$ cat config.mk
export PLATFORM = sky130hd
export DESIGN_NAME = pwm_cfg_arbiter
export DESIGN_NICKNAME = d
export VERILOG_FILES = /design/src/rtl/pwm_cfg_arbiter.sv
export SDC_FILE = /design/constraint.sdc
export NUM_CORES = 1
export LEC_CHECK = 0
export CORE_UTILIZATION = 30
export CTS_CLUSTER_DIAMETER = 120
export CTS_CLUSTER_SIZE = 40
export DETAILED_ROUTE_END_ITERATION = 16
export HOLD_SLACK_MARGIN = 0.08
export SLEW_MARGIN = 15
export SYNTH_ARGS = -nofsm -noshare
export SYNTH_HDL_FRONTEND = slang
export SYNTH_SLANG_ARGS = --single-unit
$ cat constraint.sdc
create_clock -name clk -period 4.1 [get_ports clk]
set_clock_uncertainty 0.15 [all_clocks]
set_input_delay 0.615 -clock clk [delete_from_list [all_inputs] [get_ports clk]]
set_output_delay 0.615 -clock clk [all_outputs]
set_load 0.02 [all_outputs]
$ cat src/rtl/pwm_cfg_arbiter.sv
// Round-robin arbiter between two register-write requesters feeding the PWM
// configuration registers; the duty cycle is double-buffered and committed on pwm_wrap.
module pwm_cfg_arbiter (
    input  logic        clk,
    input  logic        rst,
    input  logic        a_valid,
    input  logic [6:0]  a_addr,
    input  logic [7:0]  a_data,
    output logic        a_ready,
    input  logic        b_valid,
    input  logic [6:0]  b_addr,
    input  logic [7:0]  b_data,
    output logic        b_ready,
    input  logic        pwm_wrap,
    output logic [15:0] en_out,
    output logic [15:0] en_pwm_mode,
    output logic [7:0]  pwm_duty_cycle,
    output logic        duty_pending,
    output logic        addr_err
);

    typedef enum logic {
        GRANT_A = 1'b0,
        GRANT_B = 1'b1
    } grant_t;

    grant_t     last_grant;
    grant_t     last_grant_next;
    logic [7:0] duty_shadow;
    logic       xfer;
    logic [6:0] xfer_addr;
    logic [7:0] xfer_data;
    logic       wr_duty;

    // Ties go to whichever side did not win the last transfer; no grants in reset.
    always_comb begin
        a_ready         = 1'b0;
        b_ready         = 1'b0;
        last_grant_next = last_grant;
        if (!rst) begin
            if (a_valid && (!b_valid || last_grant == GRANT_B)) begin
                a_ready         = 1'b1;
                last_grant_next = GRANT_A;
            end else if (b_valid) begin
                b_ready         = 1'b1;
                last_grant_next = GRANT_B;
            end
        end
    end

    always_comb begin
        xfer      = a_ready | b_ready;
        xfer_addr = a_ready ? a_addr : b_addr;
        xfer_data = a_ready ? a_data : b_data;
        wr_duty   = xfer && (xfer_addr == 7'h04);
    end

    always_ff @(posedge clk) begin
        if (rst) begin
            last_grant     <= GRANT_B;
            en_out         <= 16'h0000;
            en_pwm_mode    <= 16'h0000;
            pwm_duty_cycle <= 8'h00;
            duty_shadow    <= 8'h00;
            duty_pending   <= 1'b0;
            addr_err       <= 1'b0;
        end else begin
            last_grant <= last_grant_next;
            addr_err   <= xfer && (xfer_addr > 7'h04);
            if (xfer) begin
                case (xfer_addr)
                    7'h00:   en_out[7:0]       <= xfer_data;
                    7'h01:   en_out[15:8]      <= xfer_data;
                    7'h02:   en_pwm_mode[7:0]  <= xfer_data;
                    7'h03:   en_pwm_mode[15:8] <= xfer_data;
                    default: ;
                endcase
            end
            // A wrap commits the shadow held before this edge, even if a new write lands now.
            if (pwm_wrap && duty_pending) begin
                pwm_duty_cycle <= duty_shadow;
            end
            if (wr_duty) begin
                duty_shadow  <= xfer_data;
                duty_pending <= 1'b1;
            end else if (pwm_wrap) begin
                duty_pending <= 1'b0;
            end
        end
    end

endmodule

==> run_results.csv, run 1 <==
group,metric,value,unit
run_status,status,"complete, no violations",
timing,rsz0062_at_grt,"false",
route,firstDrtPassIters,4,
power,pwr-share-comb,10.9,%
timing,setup_tns,0,ns
clock_network,cts_max_level,2,
critical_path,cp.arrival,2.36,ns
clock_network,cts_tree,"done",
die,core_area,6944,um2
route,via_per_inst,4.581,
power,power.internal,0.7048,mW
power,peakVddDrop,0.1082,mV
die,die-area,7657,um2
place,portBuffers,78,
place,dp_hpwl,4.055,mm
die,die_x,87.51,um
power,pwr-share-clk,34.8,%
global_route,grt_pass1_wl,9.183,mm
synth,synth_nets,267,
critical_path,crit_path_end_kind,"primary output",
place,place_congestion,0.8124,
timing,hold_viol,0,
route,wl,5.796,mm
synth,synth-seq-cells,51,
synth,synth_top_area_share,46.55,%
timing,setup_viol,0,
clock_network,cts_setup_buffers,0,
clock_network,clk_latency,0.30,ns
synth,synth_area,2193,um2
finish,final_cell_area,3163,um2
global_route,first_global_vias,1732,
worst_hold_path,min_delay_path_depth,2,
critical_path,critPathMaxFanout,11,
route,ant_nets,0,
power,p_leak,1.193,nW
timing,period_needed,3.125,ns
finish,mostFrequentLayoutCells,"clkdlybuf4s50_1, dfxtp_1, nand2b_1, mux2i_1, nand2_1",
die,initial_core_util,31.59,%
finish,nets,341,
timing,max_slew_margin,33.78,%
synth,syn_avg_cell_area,9.454,um2
timing,drv_slew,0,
global_route,grt_antenna_before_repair,0,
finish,fillers,685,
synth,synth_area_leaders,"dfxtp_1, mux2i_1, nand2b_1",
critical_path,worst_setup_path_start_kind,"primary input",
route,drtIter0Drc,82,
route,routedWlPerCell,14.38,um
die,boundaryPins,79,
critical_path,path_class,"primary input to primary output",
clock_network,cts_sinks,51,
synth,synth_cell_type_count,28,
finish,drive_above_1_share,5.537,%
place,dpl_cell_area,3059,um2
power,seq_power_share,54.2,%
place,pre_cts_ws,0.9246,ns
global_route,grt_overflow,0,
synth,syn_inst,232,
power,switchingPower,0.2150,mW
clock_network,max-clock-path-buffers,2,
power,p_sw_share,23.38,%
route,drc,0,
synth,ys_seq_area_share,46.55,%
finish,final_common_cell,"clkdlybuf4s50_1",
global_route,grt_usage,15.80,%
finish,diodes,0,
global_route,grt_max_degree,63,
die,fp-row-count,30,
route,via_count,1846,
timing,fmax,320.0,MHz
timing,fin_ws,0.9748,ns
timing,tightestPinTransition,0.9933,ns
worst_hold_path,hp-class,"register to register",
power,p_per_area,290.8,nW/um2
finish,area_growth,44.21,%
clock_network,cts_resized,0,
clock_network,clk_pin_slew,0.09,ns
timing,post-route-period-util,76.22,%
critical_path,r2r.worst_path.cells,6,
synth,synth_top_area_cell,"dfxtp_1",
finish,final_core_util,45.55,%
critical_path,cp.required,3.34,ns
synth,ys.warnings.count,0,
clock_network,cts_hold_buf,0,
run,maxCapViolCount,0,
clock_network,ctsRootBufferMaster,"clkbuf_8",
clock_network,cts_buffers,5,
die,die_h,87.51,um
[worst paths after layout]
check	slack, ns	startpoint	endpoint
min reg2reg	0.31	pwm_duty_cycle[5]	pwm_duty_cycle[5]
max	0.97	a_valid	b_ready
max reg2reg	1.85	last_grant	en_pwm_mode[12]
min	0.31	pwm_duty_cycle[5]	pwm_duty_cycle[5]
[cells in the mapped netlist, drive strengths merged]
| master | count |
|---|---|
| a21oi | 10 |
| nor3 | 2 |
| dfxtp | 51 |
| buf | 6 |
| nand2b | 35 |
| a22oi | 1 |
| mux2i | 34 |
| nor4 | 1 |
| clkbuf | 10 |
| nand3 | 16 |
| nor2 | 7 |
| nor3b | 2 |
| or4 | 2 |
| a31oi | 1 |
| nand2 | 20 |
| o21ai | 9 |
| or3 | 1 |
| nand3b | 8 |
| a21o | 8 |
| nor4b | 1 |
| a22o | 1 |
| a2111oi | 1 |
| nor2b | 2 |
| inv | 3 |
[flip-flops by register name, summed over array words and instances (netlist names)]
register        cells
en_out             16
en_pwm_mode        16
duty_shadow         8
pwm_duty_cycle      8
addr_err            1
duty_pending        1
last_grant          1
[kinds of logic (layout without fill, tap and decap cells)]
family / Yosys count / after routing / share of synthesized area, %
AOI/OAI and AO/OA: 31 / 31 / 8.785
muxes: 34 / 34 / 15.52
DFF: 51 / 51 / 46.55
and+or+nand+nor: 97 / 97 / 25.33
buffers and inverters: 19 / 94 / 3.822
[power by group through the flow]
stage / sequential (mW) / combinational [mW] / clock [mW]
floorplan: 0.512 / 0.0443 / 0
global placement: 0.510 / 0.102 / 0
detailed placement: 0.511 / 0.101 / 0
CTS: 0.499 / 0.102 / 0.331
global route: 0.499 / 0.108 / 0.347
finish: 0.499 / 0.100 / 0.321
[critical path, stage by stage]
cell	delay [ns]
clkdlybuf4s50_1	0.47
nor2b_1	0.16
buf_4	0.17
nand2_1	0.09
inv_1	0.06
nor3_1	0.16
clkdlybuf4s50_1	0.63
[layout make-up]
class	instances	area, um2	share of cell area, %
multi-input combinational	162	1089	34.41
sequential	51	1021	32.28
timing repair buffer	83	818.3	25.87
tap	96	120.1	3.797
clock buffer	7	96.34	3.046
inverter	3	11.26	0.3560
clock inverter	1	7.507	0.2373
[per-stage QoR]
step | hold slack, ns | power, mW | instances
2_1_floorplan | 0.2940 | 0.5564 | 232
3_3_place_gp | 0.2946 | 0.6121 | 395
3_5_place_dp | 0.2989 | 0.6118 | 395
4_1_cts | 0.3128 | 0.9314 | 403
5_1_grt | 0.3385 | 0.9548 | 403
6_report | 0.3076 | 0.9198 | 403
[routing by layer]
metal,global-route usage (%),up-vias,routed length [um]
li1,-,935,-
met3,2.938,5,308
met5,0,-,0
met4,4.024,0,40
met1,22.75,858,2902
met2,24.29,48,2545
Note: power is estimated with default switching activity, not from simulation.
==> run 2, diff against run 1 <==
Clock period 4.1 ns to 2.7 ns, I/O delays scaled along.
==> run_results.csv, run 2 (synthesis results as in run 1) <==
group,metric,value,unit
die,die_h,87.51,um
critical_path,cp_top_family,"buffers and inverters",
clock_network,cts_hold_buf,0,
critical_path,slowest_delay,0.64,ns
die,initial_core_util,31.59,%
route,via_count,1860,
clock_network,cts_buffers,5,
clock_network,max-clock-path-buffers,2,
clock_network,clk_pin_slew,0.09,ns
die,core_area,6944,um2
critical_path,path_common_cell,"clkdlybuf4s50_1",
finish,drive_above_1_share,7.619,%
finish,area_growth,46.09,%
clock_network,cts_setup_buffers,0,
timing,fmax,377.6,MHz
timing,post-route-period-util,98.09,%
critical_path,cp.arrival,2.09,ns
power,seq_power_share,56.0,%
global_route,grt_overflow,0,
place,place_congestion,0.8322,
place,portBuffers,78,
power,finalPower,1.353,mW
route,routedWlPerCell,14.24,um
finish,reg_top3,"en_out (16), en_pwm_mode (16)",
critical_path,critPathMaxFanout,3,
clock_network,cts_sinks,51,
die,fp-row-count,30,
global_route,first_global_vias,1794,
clock_network,cts_tree,"done",
timing,max_slew_margin,73.51,%
power,p_per_area,422.2,nW/um2
power,pwr-share-comb,11.9,%
global_route,grt_max_degree,37,
global_route,grt_usage,15.90,%
timing,period_needed,2.648,ns
global_route,grt_pass1_wl,9.149,mm
timing,drv_slew,0,
timing,rsz0062_at_grt,"false",
place,dp.cells,403,
critical_path,critPathSlowestCell,"clkdlybuf4s50_1",
die,die-area,7657,um2
route,ant_nets,0,
worst_hold_path,hp-class,"register to register",
run,maxCapViolCount,0,
die,die_x,87.51,um
power,p_leak,1.220,nW
critical_path,cp.required,2.14,ns
die,boundaryPins,79,
run_status,status,"complete, no violations",
clock_network,cts_max_level,2,
route,drc,0,
timing,setup_viol,0,
route,firstDrtPassIters,4,
place,dp_hpwl,4.164,mm
power,pwr-share-clk,32.1,%
timing,hold_slack,0.3057,ns
clock_network,ctsRootBufferMaster,"clkbuf_8",
timing,hold_viol,0,
power,peakVddDrop,0.2181,mV
route,via_per_inst,4.526,
critical_path,rrSetupSlack,0.74,ns
power,p_sw_share,24.31,%
timing,setup_tns,0,ns
critical_path,worst_setup_path_start_kind,"primary input",
critical_path,critPathBufInv,3,
finish,mostFrequentLayoutCells,"clkdlybuf4s50_1, dfxtp_1, nand2b_1, mux2i_1, nand2_1",
power,switchingPower,0.3288,mW
route,drtIter0Drc,83,
finish,final_common_cell,"clkdlybuf4s50_1",
power,power.internal,1.024,mW
global_route,grt_antenna_before_repair,0,
finish,nets,349,
clock_network,cts_resized,0,
finish,stdcell_count,411,
timing,tightestPinTransition,0.3967,ns
finish,diodes,0,
finish,final_core_util,46.14,%
critical_path,path_class,"primary input to primary output",
critical_path,crit_path_end_kind,"primary output",
clock_network,clk_latency,0.30,ns
critical_path,path_cells,"clkdlybuf4s50_1 > nor2b_1 > nand2_1 > inv_1 > nor3_1 > clkdlybuf4s50_1",
route,wl,5.852,mm
==> run 2: cell count changes in the layout (fill, tap and decap cells not counted) <==
cell      change
clkinv_2      +1
clkbuf_1      +1
clkbuf_8      -2
buf_4         +8
==> run 2: area by class of cell <==
type,instances,area (um2)
Timing Repair Buffer,91,878.3
Tap cell,96,120.1
Inverter,3,11.26
Clock buffer,6,72.57
Fill cell,649,3740
Clock inverter,2,12.51
Multi-Input combinational cell,162,1089
Sequential cell,51,1021
==> run 2: power groups by stage <==
stage	registers, mW	clock network, mW	logic, mW
2_1_floorplan	0.778	0	0.0673
3_3_place_gp	0.775	0	0.162
3_5_place_dp	0.775	0	0.162
4_1_cts	0.758	0.450	0.162
5_1_grt	0.758	0.483	0.173
6_report	0.757	0.435	0.161
==> run 2: metrics by stage <==
stage,worst slack (ns),cell area [um2]
floorplan,0.2270,2193
global placement,-0.001595,3119
detailed placement,-0.004629,3119
CTS,0.08332,3204
global route,0.002239,3204
finish,0.05165,3204
==> run 2: worst reg2reg max path, cell delays in order (launching register included) <==
cell,delay (ns)
dfxtp_1,0.34
nand2b_1,0.16
nand2_1,0.11
buf_4,0.15
mux2i_1,0.25
nor3b_1,0.29
buf_4,0.25
mux2i_1,0.20
==> run 2: final timing paths <==
path / from / to / cells past startpoint
setup / recovery: rst / b_ready / 6
hold / removal: pwm_duty_cycle[7] / pwm_duty_cycle[7] / 2
setup reg to reg: last_grant / en_out[14] / 7
hold reg to reg: pwm_duty_cycle[7] / pwm_duty_cycle[7] / 2
==> run 2: metal layers <==
metal	GRT usage [%]	up-vias	wire length, um
li1	-	949	-
met1	21.86	853	2895
met2	25.36	51	2597
met3	3.128	7	302
met4	4.471	0	57
met5	0	-	0
==> run 3, diff against run 2 <==
Settings changed: CORE_MARGIN set to 5.
==> run_results.csv, run 3 (synthesis results as in run 1) <==
group,metric,value,unit
global_route,grt_max_degree,33,
die,die_h,95.51,um
die,die_x,95.51,um
clock_network,clk_pin_slew,0.09,ns
power,seq_power_share,53.3,%
clock_network,cts_tree,"done",
finish,drive_above_1_share,6.129,%
critical_path,cp.arrival,1.97,ns
worst_hold_path,hold_start,"pwm_duty_cycle[6]",
timing,period_needed,2.528,ns
die,fp-row-count,31,
route,routedWlPerCell,14.90,um
critical_path,r2r.worst_path.cells,7,
finish,area_growth,45.69,%
global_route,first_global_vias,1794,
power,pwr-share-clk,35.7,%
critical_path,slowest_delay,0.63,ns
run,maxCapViolCount,0,
power,switchingPower,0.3092,mW
timing,hold_slack,0.3068,ns
timing,fmax,395.6,MHz
timing,hold_viol,0,
power,peakVddDrop,0.2570,mV
route,drc,0,
die,core_area,7176,um2
clock_network,cts_sinks,51,
finish,fillers,712,
power,finalPower,1.420,mW
finish,nets,345,
finish,final_common_cell,"clkdlybuf4s50_1",
clock_network,cts_hold_buf,0,
timing,setup_tns,0,ns
critical_path,worstReg2RegEnd,"en_pwm_mode[7]",
critical_path,cp.required,2.14,ns
finish,final_cell_area,3196,um2
power,p_per_area,444.2,nW/um2
clock_network,ctsRootBufferMaster,"clkbuf_8",
power,p_sw_share,21.78,%
timing,tightestPinTransition,0.3955,ns
place,dpl_cell_area,3093,um2
clock_network,cts_max_level,2,
critical_path,critPathSlowestCell,"clkdlybuf4s50_1",
place,pre_cts_ws,0.0008442,ns
power,pwr-share-comb,11.0,%
die,initial_core_util,30.57,%
run_status,status,"complete, no violations",
clock_network,cts_resized,0,
critical_path,path_cells,"clkdlybuf4s50_1 > buf_4 > nor3_1 > clkdlybuf4s50_1",
critical_path,critPathMaxFanout,30,
timing,rsz0062_at_grt,"false",
finish,multi_input_area,1089,um2
place,portBuffers,78,
global_route,grt_overflow,0,
timing,max_slew_margin,73.58,%
die,die-area,9121,um2
route,firstDrtPassIters,4,
global_route,grt_usage,13.38,%
timing,fin_ws,0.1720,ns
critical_path,crit_path_end_kind,"primary output",
route,via_per_inst,4.523,
worst_hold_path,hp-class,"register to register",
power,p_leak,1.212,nW
timing,drv_slew,0,
critical_path,worst_setup_path_start_kind,"primary input",
timing,post-route-period-util,93.63,%
route,ant_nets,0,
route,wl,6.096,mm
worst_hold_path,worstHoldEndpoint,"pwm_duty_cycle[6]",
critical_path,reg2reg_from,"last_grant",
clock_network,clk_latency,0.30,ns
power,power.internal,1.110,mW
place,dp_hpwl,4.411,mm
worst_hold_path,min_delay_path_depth,2,
timing,setup_viol,0,
critical_path,path_common_cell,"clkdlybuf4s50_1",
global_route,grt_antenna_before_repair,0,
critical_path,rrSetupSlack,0.76,ns
finish,mostFrequentLayoutCells,"clkdlybuf4s50_1, dfxtp_1, nand2b_1, mux2i_1, nand2_1",
route,drtIter0Drc,60,
global_route,grt_pass1_wl,9.335,mm
critical_path,startpoint,"rst",
clock_network,cts_buffers,5,
critical_path,path_class,"primary input to primary output",
finish,reg_top3,"en_out (16), en_pwm_mode (16)",
route,via_count,1850,
finish,seq_area,1021,um2
finish,diodes,0,
clock_network,max-clock-path-buffers,2,
clock_network,cts_setup_buffers,0,
place,place_congestion,0.8666,
die,boundaryPins,79,
## run 3: how the worst max path moves through the flow
stage                     slack [ns]        endpoint
after CTS                       0.17         b_ready
after detailed placement      0.0008  en_pwm_mode[5]
final                           0.17         b_ready
after global routing            0.02         b_ready
after floorplan                 0.23         b_ready
after global placement         -0.02  en_pwm_mode[1]
## run 3: cell type report
class,count,area share [%]
tap,99,3.876
sequential,51,31.95
inverter,3,0.3524
clock buffer,6,2.271
clock inverter,1,0.9397
timing repair buffer,87,26.55
multi-input combinational,162,34.06
## run 3: routing by layer
metal / up-vias / wire length, um / global-route usage (%)
li1: 948 / - / -
met1: 845 / 2862 / 18.04
met2: 50 / 2762 / 21.05
met3: 7 / 389 / 3.315
met4: 0 / 82 / 4.147
met5: - / 0 / 0
## run 3: worst max-delay path: cells and delay by family
family	cells	cell delay, ns
and+or+nand+nor	1	0.21
buffers and inverters	3	1.36
## run 3: per-stage QoR
stage / util (%) / std cells
floorplan: - / 232
global placement: 43.10 / 402
detailed placement: 43.10 / 402
finish: 44.53 / 409
CTS: 44.53 / 409
global route: 44.53 / 409
## run 3: power by group through the flow
stage,logic (mW),clock network [mW],registers (mW)
6_report,0.156,0.506,0.757
2_1_floorplan,0.0673,0,0.778
5_1_grt,0.168,0.560,0.758
3_5_place_dp,0.157,0,0.775
3_3_place_gp,0.156,0,0.775
4_1_cts,0.157,0.524,0.757
==> RTL change: new RTL, flow settings as in run 1 <==
Reset style: asynchronous (`rst`), changed in one clocked block.
--- a/src/rtl/pwm_cfg_arbiter.sv
+++ b/src/rtl/pwm_cfg_arbiter.sv
@@ -55,7 +55,7 @@
         wr_duty   = xfer && (xfer_addr == 7'h04);
     end
 
-    always_ff @(posedge clk) begin
+    always_ff @(posedge clk or posedge rst) begin
         if (rst) begin
             last_grant     <= GRANT_B;
             en_out         <= 16'h0000;
Formal check against the unedited RTL: differs if rst is asserted again (counterexample within 4 cycles, from zero or initial values and one cycle with rst high); with rst held inactive, the same outputs for 10 cycles.
==> RTL change against run 1 <==
Sequential cell count stayed put; wire length down 11%; synthesized area increased by 1.7%; fmax fell by 11%; design area grew 2.7%; setup slack worse by 0.37 ns; highest routed layer unchanged.
Power is not compared: it rests on default switching activity, and its combinational part moved more than twofold at a synthesized area within 25%.
==> RTL change: results (changes against run 1) <==
FILL cells - 697 (was 685)
Top cell category - registers (was multi-input gates)
Buffering overhead - 0.2497 (was 0.2587)
RR Startpoint - last_grant (unchanged)
Origin of the worst min-delay path - last_grant (was pwm_duty_cycle[5])
Drt wl/cell - 14.75 um (was 14.38 um)
Worst reg2reg setup slack - 1.19 ns (was 1.85 ns)
Tightest Pin Transition - 0.6404 ns (was 0.9933 ns)
Min Tclk post-route - 3.499 ns (was 3.125 ns)
Multi-In Gates - 107 (was 162)
Initial DRC count - 30 (was 82)
Worst Hold Path EP - last_grant (was pwm_duty_cycle[5])
Total track usage - 0.1423 (was 0.1580)
Netlist cell types - 30 (was 28)
# placed instances - 343 (was 395)
Nonclk buf count - 82 (was 83)
Vias - 1567 (was 1846)
Clkbuf count - 8 (was 7)
Arrival time at the worst endpoint - 2.73 ns (was 2.36 ns)
Clock-cell share of area - 0.03083 (was 0.03283)
Status - finished, final reports clean (unchanged)
Layout cells sized above 1 - 0.2698 (was 0.05537)
Sequential cell area fraction in the yosys report - 0.5726 (was 0.4655)
Asr flop ratio synth - 1.000 (was 0)
Avg Inst Size Synth - 13.52 um^2 (was 9.454 um^2)
## RTL change: cell types whose count changed after synthesis, moves of 7 or more
cell and change:
a21o_1 -7, a21oi_1 -9, clkbuf_1 -9, dfrtp_1 +50
dfxtp_1 -51, mux2_2 +40, mux2_4 +8, mux2i_1 -31
nand2_1 +8, nand2b_1 -34, nand3_1 -14, nand3b_1 -7
o21ai_0 -8
## RTL change: metal layers
metal,vias to the layer above,track usage,share of wire
met5,-,0,0
met4,0,0.03519,0.0073
li1,751,-,-
met3,4,0.03731,0.051
met1,773,0.1935,0.45
met2,39,0.2273,0.49
## RTL change: logic make-up (layout without fill, tap and decap cells)
kind of cell	after synthesis	in the layout	share of synthesized area
DFF	51	51	0.5726
and+or+nand+nor	46	46	0.1010
buffers and inverters	7	94	0.01514
AOI/OAI and AO/OA	10	10	0.04207
muxes	51	51	0.2692
## RTL change: tightest hold or removal path, delay by kind of cell, from the launching register on
family	cells	cell delay, ns
flops	1	0.38
buf+inv	1	0.05
compound gates	1	0.06
